<file path="src/rtl/dsp_multacc_nx.sv">
// N-lane multiply-accumulate with coefficient table, guarded accumulator and
// shift/round/saturate output path; optional input and output pipeline registers.
module dsp_multacc_nx #(
  parameter int                         LANES         = 2,
  parameter int                         A_WIDTH       = 10,
  parameter int                         B_WIDTH       = 9,
  parameter int                         GUARD         = 5,
  parameter logic [LANES*4*A_WIDTH-1:0] COEFFS        = '0,
  parameter string                      INPUT_REG_EN  = "TRUE",
  parameter string                      OUTPUT_REG_EN = "TRUE"
) (
  input  logic                             i_clk,
  input  logic                             i_rst_n,
  input  logic                             i_in_valid,
  input  logic [LANES*A_WIDTH-1:0]         i_a,
  input  logic [LANES*B_WIDTH-1:0]         i_b,
  input  logic [2:0]                       i_feedback,
  input  logic                             i_load_acc,
  input  logic                             i_subtract,
  input  logic                             i_unsigned_a,
  input  logic                             i_unsigned_b,
  input  logic [4:0]                       i_shift_right,
  input  logic                             i_round,
  input  logic                             i_saturate,
  output logic [LANES*(A_WIDTH+B_WIDTH)-1:0] o_z,
  output logic [LANES*B_WIDTH-1:0]         o_dly_b,
  output logic                             o_out_valid
);

  localparam int Z_W    = A_WIDTH + B_WIDTH;
  localparam int ACC_W  = Z_W + GUARD;
  localparam int R_W    = ACC_W + 1;
  localparam int P_W    = Z_W + 2;
  localparam bit IN_REG  = (INPUT_REG_EN == "TRUE");
  localparam bit OUT_REG = (OUTPUT_REG_EN == "TRUE");

  localparam logic signed [R_W-1:0] SMAX = {{(R_W-Z_W+1){1'b0}}, {(Z_W-1){1'b1}}};
  localparam logic signed [R_W-1:0] SMIN = {{(R_W-Z_W+1){1'b1}}, {(Z_W-1){1'b0}}};
  localparam logic signed [R_W-1:0] UMAX = {{(R_W-Z_W){1'b0}}, {Z_W{1'b1}}};

  logic                       w_s_valid;
  logic [LANES*A_WIDTH-1:0]   w_s_a;
  logic [LANES*B_WIDTH-1:0]   w_s_b;
  logic [2:0]                 w_s_fb;
  logic                       w_s_load;
  logic                       w_s_sub;
  logic                       w_s_ua;
  logic                       w_s_ub;
  logic [4:0]                 w_s_sh;
  logic                       w_s_rnd;
  logic                       w_s_sat;

  logic                       r_acc_valid;
  logic [4:0]                 r_acc_sh;
  logic                       r_acc_rnd;
  logic                       r_acc_sat;
  logic                       r_acc_usat;
  logic [LANES*B_WIDTH-1:0]   r_dly_b;
  logic [LANES*Z_W-1:0]       w_z_all;

  if (IN_REG) begin : g_s0
    logic                     r_s0_valid;
    logic [LANES*A_WIDTH-1:0] r_s0_a;
    logic [LANES*B_WIDTH-1:0] r_s0_b;
    logic [2:0]               r_s0_fb;
    logic                     r_s0_load;
    logic                     r_s0_sub;
    logic                     r_s0_ua;
    logic                     r_s0_ub;
    logic [4:0]               r_s0_sh;
    logic                     r_s0_rnd;
    logic                     r_s0_sat;

    always_ff @(posedge i_clk or negedge i_rst_n) begin
      if (!i_rst_n) begin
        r_s0_valid <= 1'b0;
        r_s0_a     <= '0;
        r_s0_b     <= '0;
        r_s0_fb    <= '0;
        r_s0_load  <= 1'b0;
        r_s0_sub   <= 1'b0;
        r_s0_ua    <= 1'b0;
        r_s0_ub    <= 1'b0;
        r_s0_sh    <= '0;
        r_s0_rnd   <= 1'b0;
        r_s0_sat   <= 1'b0;
      end else begin
        r_s0_valid <= i_in_valid;
        if (i_in_valid) begin
          r_s0_a    <= i_a;
          r_s0_b    <= i_b;
          r_s0_fb   <= i_feedback;
          r_s0_load <= i_load_acc;
          r_s0_sub  <= i_subtract;
          r_s0_ua   <= i_unsigned_a;
          r_s0_ub   <= i_unsigned_b;
          r_s0_sh   <= i_shift_right;
          r_s0_rnd  <= i_round;
          r_s0_sat  <= i_saturate;
        end
      end
    end

    assign w_s_valid = r_s0_valid;
    assign w_s_a     = r_s0_a;
    assign w_s_b     = r_s0_b;
    assign w_s_fb    = r_s0_fb;
    assign w_s_load  = r_s0_load;
    assign w_s_sub   = r_s0_sub;
    assign w_s_ua    = r_s0_ua;
    assign w_s_ub    = r_s0_ub;
    assign w_s_sh    = r_s0_sh;
    assign w_s_rnd   = r_s0_rnd;
    assign w_s_sat   = r_s0_sat;
  end else begin : g_s0_bypass
    assign w_s_valid = i_in_valid;
    assign w_s_a     = i_a;
    assign w_s_b     = i_b;
    assign w_s_fb    = i_feedback;
    assign w_s_load  = i_load_acc;
    assign w_s_sub   = i_subtract;
    assign w_s_ua    = i_unsigned_a;
    assign w_s_ub    = i_unsigned_b;
    assign w_s_sh    = i_shift_right;
    assign w_s_rnd   = i_round;
    assign w_s_sat   = i_saturate;
  end

  // Output-path controls travel with the sample into the accumulate stage.
  always_ff @(posedge i_clk or negedge i_rst_n) begin
    if (!i_rst_n) begin
      r_acc_valid <= 1'b0;
      r_acc_sh    <= '0;
      r_acc_rnd   <= 1'b0;
      r_acc_sat   <= 1'b0;
      r_acc_usat  <= 1'b0;
      r_dly_b     <= '0;
    end else begin
      r_acc_valid <= w_s_valid;
      if (w_s_valid) begin
        r_acc_sh   <= w_s_sh;
        r_acc_rnd  <= w_s_rnd;
        r_acc_sat  <= w_s_sat;
        r_acc_usat <= w_s_ua & w_s_ub;
      end
      if (i_in_valid) r_dly_b <= i_b;
    end
  end

  for (genvar l = 0; l < LANES; l++) begin : g_lane
    logic [A_WIDTH-1:0]      w_coef;
    logic [A_WIDTH-1:0]      w_a_sel;
    logic [B_WIDTH-1:0]      w_b;
    logic signed [A_WIDTH:0] w_a_ext;
    logic signed [B_WIDTH:0] w_b_ext;
    logic signed [P_W-1:0]   w_a_x;
    logic signed [P_W-1:0]   w_b_x;
    logic signed [P_W-1:0]   w_prod;
    logic signed [ACC_W-1:0] w_p;
    logic [ACC_W-1:0]        w_acc_next;
    logic [ACC_W-1:0]        r_acc;
    logic [R_W-1:0]          w_rnd_add;
    logic [R_W-1:0]          w_r;
    logic signed [R_W-1:0]   w_s;
    logic [Z_W-1:0]          w_z;

    always_comb begin
      case (w_s_fb[1:0])
        2'd0:    w_coef = COEFFS[(l*4+0)*A_WIDTH +: A_WIDTH];
        2'd1:    w_coef = COEFFS[(l*4+1)*A_WIDTH +: A_WIDTH];
        2'd2:    w_coef = COEFFS[(l*4+2)*A_WIDTH +: A_WIDTH];
        default: w_coef = COEFFS[(l*4+3)*A_WIDTH +: A_WIDTH];
      endcase
    end

    assign w_a_sel = w_s_fb[2] ? w_coef : w_s_a[l*A_WIDTH +: A_WIDTH];
    assign w_b     = w_s_b[l*B_WIDTH +: B_WIDTH];
    assign w_a_ext = {~w_s_ua & w_a_sel[A_WIDTH-1], w_a_sel};
    assign w_b_ext = {~w_s_ub & w_b[B_WIDTH-1], w_b};
    assign w_a_x   = P_W'(w_a_ext);
    assign w_b_x   = P_W'(w_b_ext);
    assign w_prod  = w_a_x * w_b_x;
    assign w_p     = ACC_W'(w_prod);

    assign w_acc_next = (w_s_load ? r_acc : '0) + (w_s_sub ? -w_p : w_p);

    always_ff @(posedge i_clk or negedge i_rst_n) begin
      if (!i_rst_n)       r_acc <= '0;
      else if (w_s_valid) r_acc <= w_acc_next;
    end

    // One extra bit so the rounding increment cannot wrap the sign.
    assign w_rnd_add = (r_acc_rnd && r_acc_sh != 5'd0) ? (R_W'(1) << (r_acc_sh - 5'd1)) : '0;
    assign w_r       = {r_acc[ACC_W-1], r_acc} + w_rnd_add;
    assign w_s       = $signed(w_r) >>> r_acc_sh;

    always_comb begin
      w_z = w_s[Z_W-1:0];
      if (r_acc_sat) begin
        if (r_acc_usat) begin
          if (w_s[R_W-1])      w_z = '0;
          else if (w_s > UMAX) w_z = UMAX[Z_W-1:0];
        end else begin
          if (w_s > SMAX)      w_z = SMAX[Z_W-1:0];
          else if (w_s < SMIN) w_z = SMIN[Z_W-1:0];
        end
      end
    end

    assign w_z_all[l*Z_W +: Z_W] = w_z;
  end

  if (OUT_REG) begin : g_zreg
    logic [LANES*Z_W-1:0] r_z;
    logic                 r_out_valid;

    always_ff @(posedge i_clk or negedge i_rst_n) begin
      if (!i_rst_n) begin
        r_z         <= '0;
        r_out_valid <= 1'b0;
      end else begin
        r_out_valid <= r_acc_valid;
        if (r_acc_valid) r_z <= w_z_all;
      end
    end

    assign o_z         = r_z;
    assign o_out_valid = r_out_valid;
  end else begin : g_zcomb
    assign o_z         = w_z_all;
    assign o_out_valid = r_acc_valid;
  end

  assign o_dly_b = r_dly_b;

endmodule

</file>
<file path="config.mk">
export PLATFORM = sky130hd
export DESIGN_NAME = dsp_multacc_nx
export DESIGN_NICKNAME = d
export VERILOG_FILES = /design/src/rtl/dsp_multacc_nx.sv
export SDC_FILE = /design/constraint.sdc
export NUM_CORES = 1
export LEC_CHECK = 0
export BUFFER_PORTS_ARGS = -buffer_cell sky130_fd_sc_hd__buf_2
export CORE_ASPECT_RATIO = 1.4
export CORE_UTILIZATION = 30
export CTS_CLUSTER_DIAMETER = 40
export DETAILED_ROUTE_END_ITERATION = 12
export PLACE_DENSITY = 0.42
export SLEW_MARGIN = 40
export SYNTH_ARGS = -nofsm -noshare
export SYNTH_HDL_FRONTEND = slang
export SYNTH_SLANG_ARGS = --single-unit
</file>
<file path="constraint.sdc">
create_clock -name i_clk -period 9.17 [get_ports i_clk]
set_input_delay 1.834 -clock i_clk [delete_from_list [all_inputs] [get_ports i_clk]]
set_output_delay 1.834 -clock i_clk [all_outputs]
set_load 0.01 [all_outputs]
</file>
==> load_flow_metrics.sql <==
INSERT INTO impl_metrics (metric_group, metric, value, unit) VALUES
('cts', 'cts_made_buffers', '17', ''),
('sta', 'setup_viol', '0', ''),
('power', 'max-vdd-ir-drop', '0.185', 'mV'),
('cells_and_area', 'most-common-layout-cells', '320 x inv_1, 301 x nand2_1, 216 x nor2_1', ''),
('power', 'p_int', '4650', 'uW'),
('hold_path', 'holdCritStartpoint', 'o_z[21]$_DFFE_PN0P_', ''),
('routing', 'first_iter_violations', '1050', ''),
('synth', 'ys.flop_type', 'dfrtp_1', ''),
('global_route', 'wire_length_of_the_first_global_routing_pass', '118', 'mm'),
('cts', 'cts-root-to-sink-buffers', '2', ''),
('power', 'p_per_area', '360', 'nW/um2'),
('cts', 'cts_hold_repair.buffers', '0', ''),
('setup_path', 'crit_path_frequent_cell', 'fa_1', ''),
('routing', 'via_per_inst', '5.15', ''),
('power', 'pwr-share-clk', '7.8', '%'),
('power', 'sw_frac_of_total', '51.6', '%'),
('setup_path', 'critPathMaxFanout', '13', ''),
('cts', 'clock_latency', '0.51', 'ns'),
('setup_path', 'worstReg2RegEnd', 'g_lane[0].r_acc[23]$_DFFE_PN0P_', ''),
('synth', 'synthesis.instances', '2955', ''),
('sta', 'setup_slack', '0.561', 'ns'),
('sta', 'period_needed', '8.61', 'ns'),
('floorplan', 'num_rows', '123', ''),
('synth', 'synth_enable_flop_cells', '0', ''),
('synth', 'netlist_area', '24400', 'um2'),
('sta', 'finClkSkew', '0.0194', 'ns'),
('setup_path', 'start_kind', 'flip-flop', ''),
('setup_path', 'timing.critical_path.arrival', '9.03', 'ns'),
('cts', 'h-tree-depth', '4', ''),
('cts', 'clk_root_buffer_cell', 'clkbuf_16', ''),
('setup_path', 'critical-path-slowest-cell', 'nor2b_1', ''),
('global_route', 'largest_net_degree_at_the_start_of_global_routing', '77', ''),
('sta', 'worst_slew_pin_slew', '0.897', 'ns'),
('sta', 'setup_total_negative_slack', '0', 'ns'),
('floorplan', 'die-area', '82600', 'um2'),
('global_route', 'first_global_vias', '21400', ''),
('sta', 'max_freq', '116', 'MHz'),
('synth', 'synth_fp_nets', '3414', ''),
('hold_path', 'worstHoldPathCells', '1', ''),
('flow_run', 'max_cap_violations', '0', ''),
('setup_path', 'reg2regPathDepth', '28', ''),
('global_route', 'global_route.overflow_total', '0', ''),
('setup_path', 'crit_path_max_incr_delay', '0.70', 'ns'),
('placement', 'gp_congestion', '0.889', ''),
('routing', 'final_ant_viol_nets', '0', ''),
('cells_and_area', 'leading_cell_type_in_the_layout_fill_and_taps_excluded', 'inv_1', ''),
('sta', 'post-route-period-util', '93.9', '%'),
('floorplan', 'start_util', '30.4', '%'),
('global_route', 'groute.usage.overall', '18.0', '%'),
('placement', 'preCtsSetupSlack', '0.459', 'ns'),
('placement', 'post-dp-hpwl', '59.8', 'mm'),
('sta', 'hold_viol_final', '0', ''),
('setup_path', 'setup.reg_to_reg.worst_slack', '0.56', 'ns'),
('status', 'outcome', 'complete, no violations', ''),
('floorplan', 'top_level_ports', '112', ''),
('synth', 'sequential_to_total_area_share_from_yosys_stat', '15.1', '%'),
('sta', 'timing.slew.headroom', '40.0', '%'),
('sta', 'rsz_0062_raised_after_global_routing', 'false', ''),
('power', 'net_switching_power', '4960', 'uW'),
('power', 'power.share.sequential', '11.5', '%'),
('synth', 'ys_seq_elements', '147', ''),
('routing', 'detail_route.wl_per_cell', '18.1', 'um'),
('routing', 'firstDrtPassIters', '5', ''),
('setup_path', 'timing.critical_path.required', '9.59', 'ns'),
('placement', 'numPortBuffers', '109', ''),
('setup_path', 'crit_type', 'flip-flop to flip-flop', ''),
('hold_path', 'worst_hold_path_class', 'flip-flop to flip-flop', ''),
('cells_and_area', 'layout-drive-gt1-share', '11.9', '%'),
('power', 'combPwrFrac', '80.7', '%'),
('synth', 'ys_types', '105', ''),
('routing', 'drc', '0', '');
## cell type report
type,instances,area [um2]
Fill cell,8503,53800
Multi-Input combinational cell,2329,19000
Sequential cell,147,3680
Tap cell,1062,1330
Inverter,325,1220
Timing Repair Buffer,158,920
Clock buffer,18,429
Clock inverter,14,145
## metrics by stage
| stage | area [um2] | total power, uW | hold slack [ns] | utilization [%] | std cells |
|---|---|---|---|---|---|
| detailed placement | 26100 | 8880 | 0.470 | 32.4 | 4021 |
| global route | 26700 | 10700 | 0.506 | 33.1 | 4053 |
| finish | 26700 | 9610 | 0.480 | 33.1 | 4053 |
| global placement | 26100 | 8790 | 0.469 | 32.4 | 4019 |
| CTS | 26700 | 9720 | 0.489 | 33.1 | 4053 |
| floorplan | 24400 | 7200 | 0.352 | - | 2955 |
## worst max-delay path, delay by kind of cell (launching register included)
kind	cells	cell delay, ns
AOI/OAI and AO/OA	9	2.05
xor gates and xnor gates	3	0.57
adders and majority gates	7	3.18
buffers and inverters	2	0.09
DFF	1	0.56
and+or+nand+nor	7	2.06
## cells by family after synthesis
family | share of synthesized area (%)
AOI/OAI and AO/OA | 19.2
and+or+nand+nor | 18.7
buffers and inverters | 7.45
DFF | 15.1
muxes | 7.20
adders and majority gates | 26.9
xor gates and xnor gates | 5.52
## sequential cells by signal, indices dropped and copies added (netlist names), 5 cells and up
name          cells
g_s0.r_s0_a      20
g_s0.r_s0_sh      5
o_z              38
g_lane.r_acc     48
r_acc_sh          5
o_dly_b          18
## metal layers
| layer | GRT usage, % | wire, um | up-vias |
|---|---|---|---|
| met1 | 21.6 | 31800 | 10100 |
| met2 | 32.2 | 37000 | 399 |
| met5 | 0 | 39 | - |
| met3 | 2.05 | 2010 | 99 |
| li1 | - | - | 10300 |
| met4 | 7.55 | 2670 | 6 |
## power groups by stage
stage / registers (uW) / clock network, uW / logic, uW
floorplan: 1060 / 0 / 6140
global route: 1140 / 791 / 8780
global placement: 1110 / 0 / 7680
CTS: 1110 / 778 / 7830
detailed placement: 1120 / 0 / 7760
finish: 1100 / 746 / 7760
## synth_stat cells (46+ instances only)
cell type | instances | share of area (%)
a21o_1 | 51 | 1.6
nor3_1 | 48 | 0.98
xor2_1 | 46 | 1.6
mux2_2 | 103 | 4.7
a211oi_1 | 59 | 1.8
ha_1 | 202 | 10
a21oi_1 | 147 | 3.0
clkbuf_1 | 122 | 1.9
and2_1 | 146 | 3.7
dfrtp_1 | 147 | 15
inv_1 | 321 | 4.9
nand2_1 | 301 | 4.6
o21ai_0 | 117 | 2.4
nor2_1 | 217 | 3.3
fa_1 | 202 | 17
xnor2_1 | 108 | 3.9
## worst max-delay path by stage
stage / from / endpoint / slack, ns
6_report: g_s0.r_s0_fb[2]$_DFFE_PN0P_ / g_lane[0].r_acc[23]$_DFFE_PN0P_ / 0.56
5_1_grt: g_s0.r_s0_fb[2]$_DFFE_PN0P_ / g_lane[0].r_acc[23]$_DFFE_PN0P_ / 0.04
4_1_cts: g_s0.r_s0_fb[2]$_DFFE_PN0P_ / g_lane[0].r_acc[23]$_DFFE_PN0P_ / 0.43
3_5_place_dp: g_s0.r_s0_fb[2]$_DFFE_PN0P_ / g_lane[0].r_acc[23]$_DFFE_PN0P_ / 0.46
3_3_place_gp: g_s0.r_s0_fb[2]$_DFFE_PN0P_ / g_lane[0].r_acc[23]$_DFFE_PN0P_ / 0.52
2_1_floorplan: g_s0.r_s0_fb[2]$_DFFE_PN0P_ / g_lane[0].r_acc[23]$_DFFE_PN0P_ / 1.07
No activity file was read; power rests on OpenSTA's default activity.
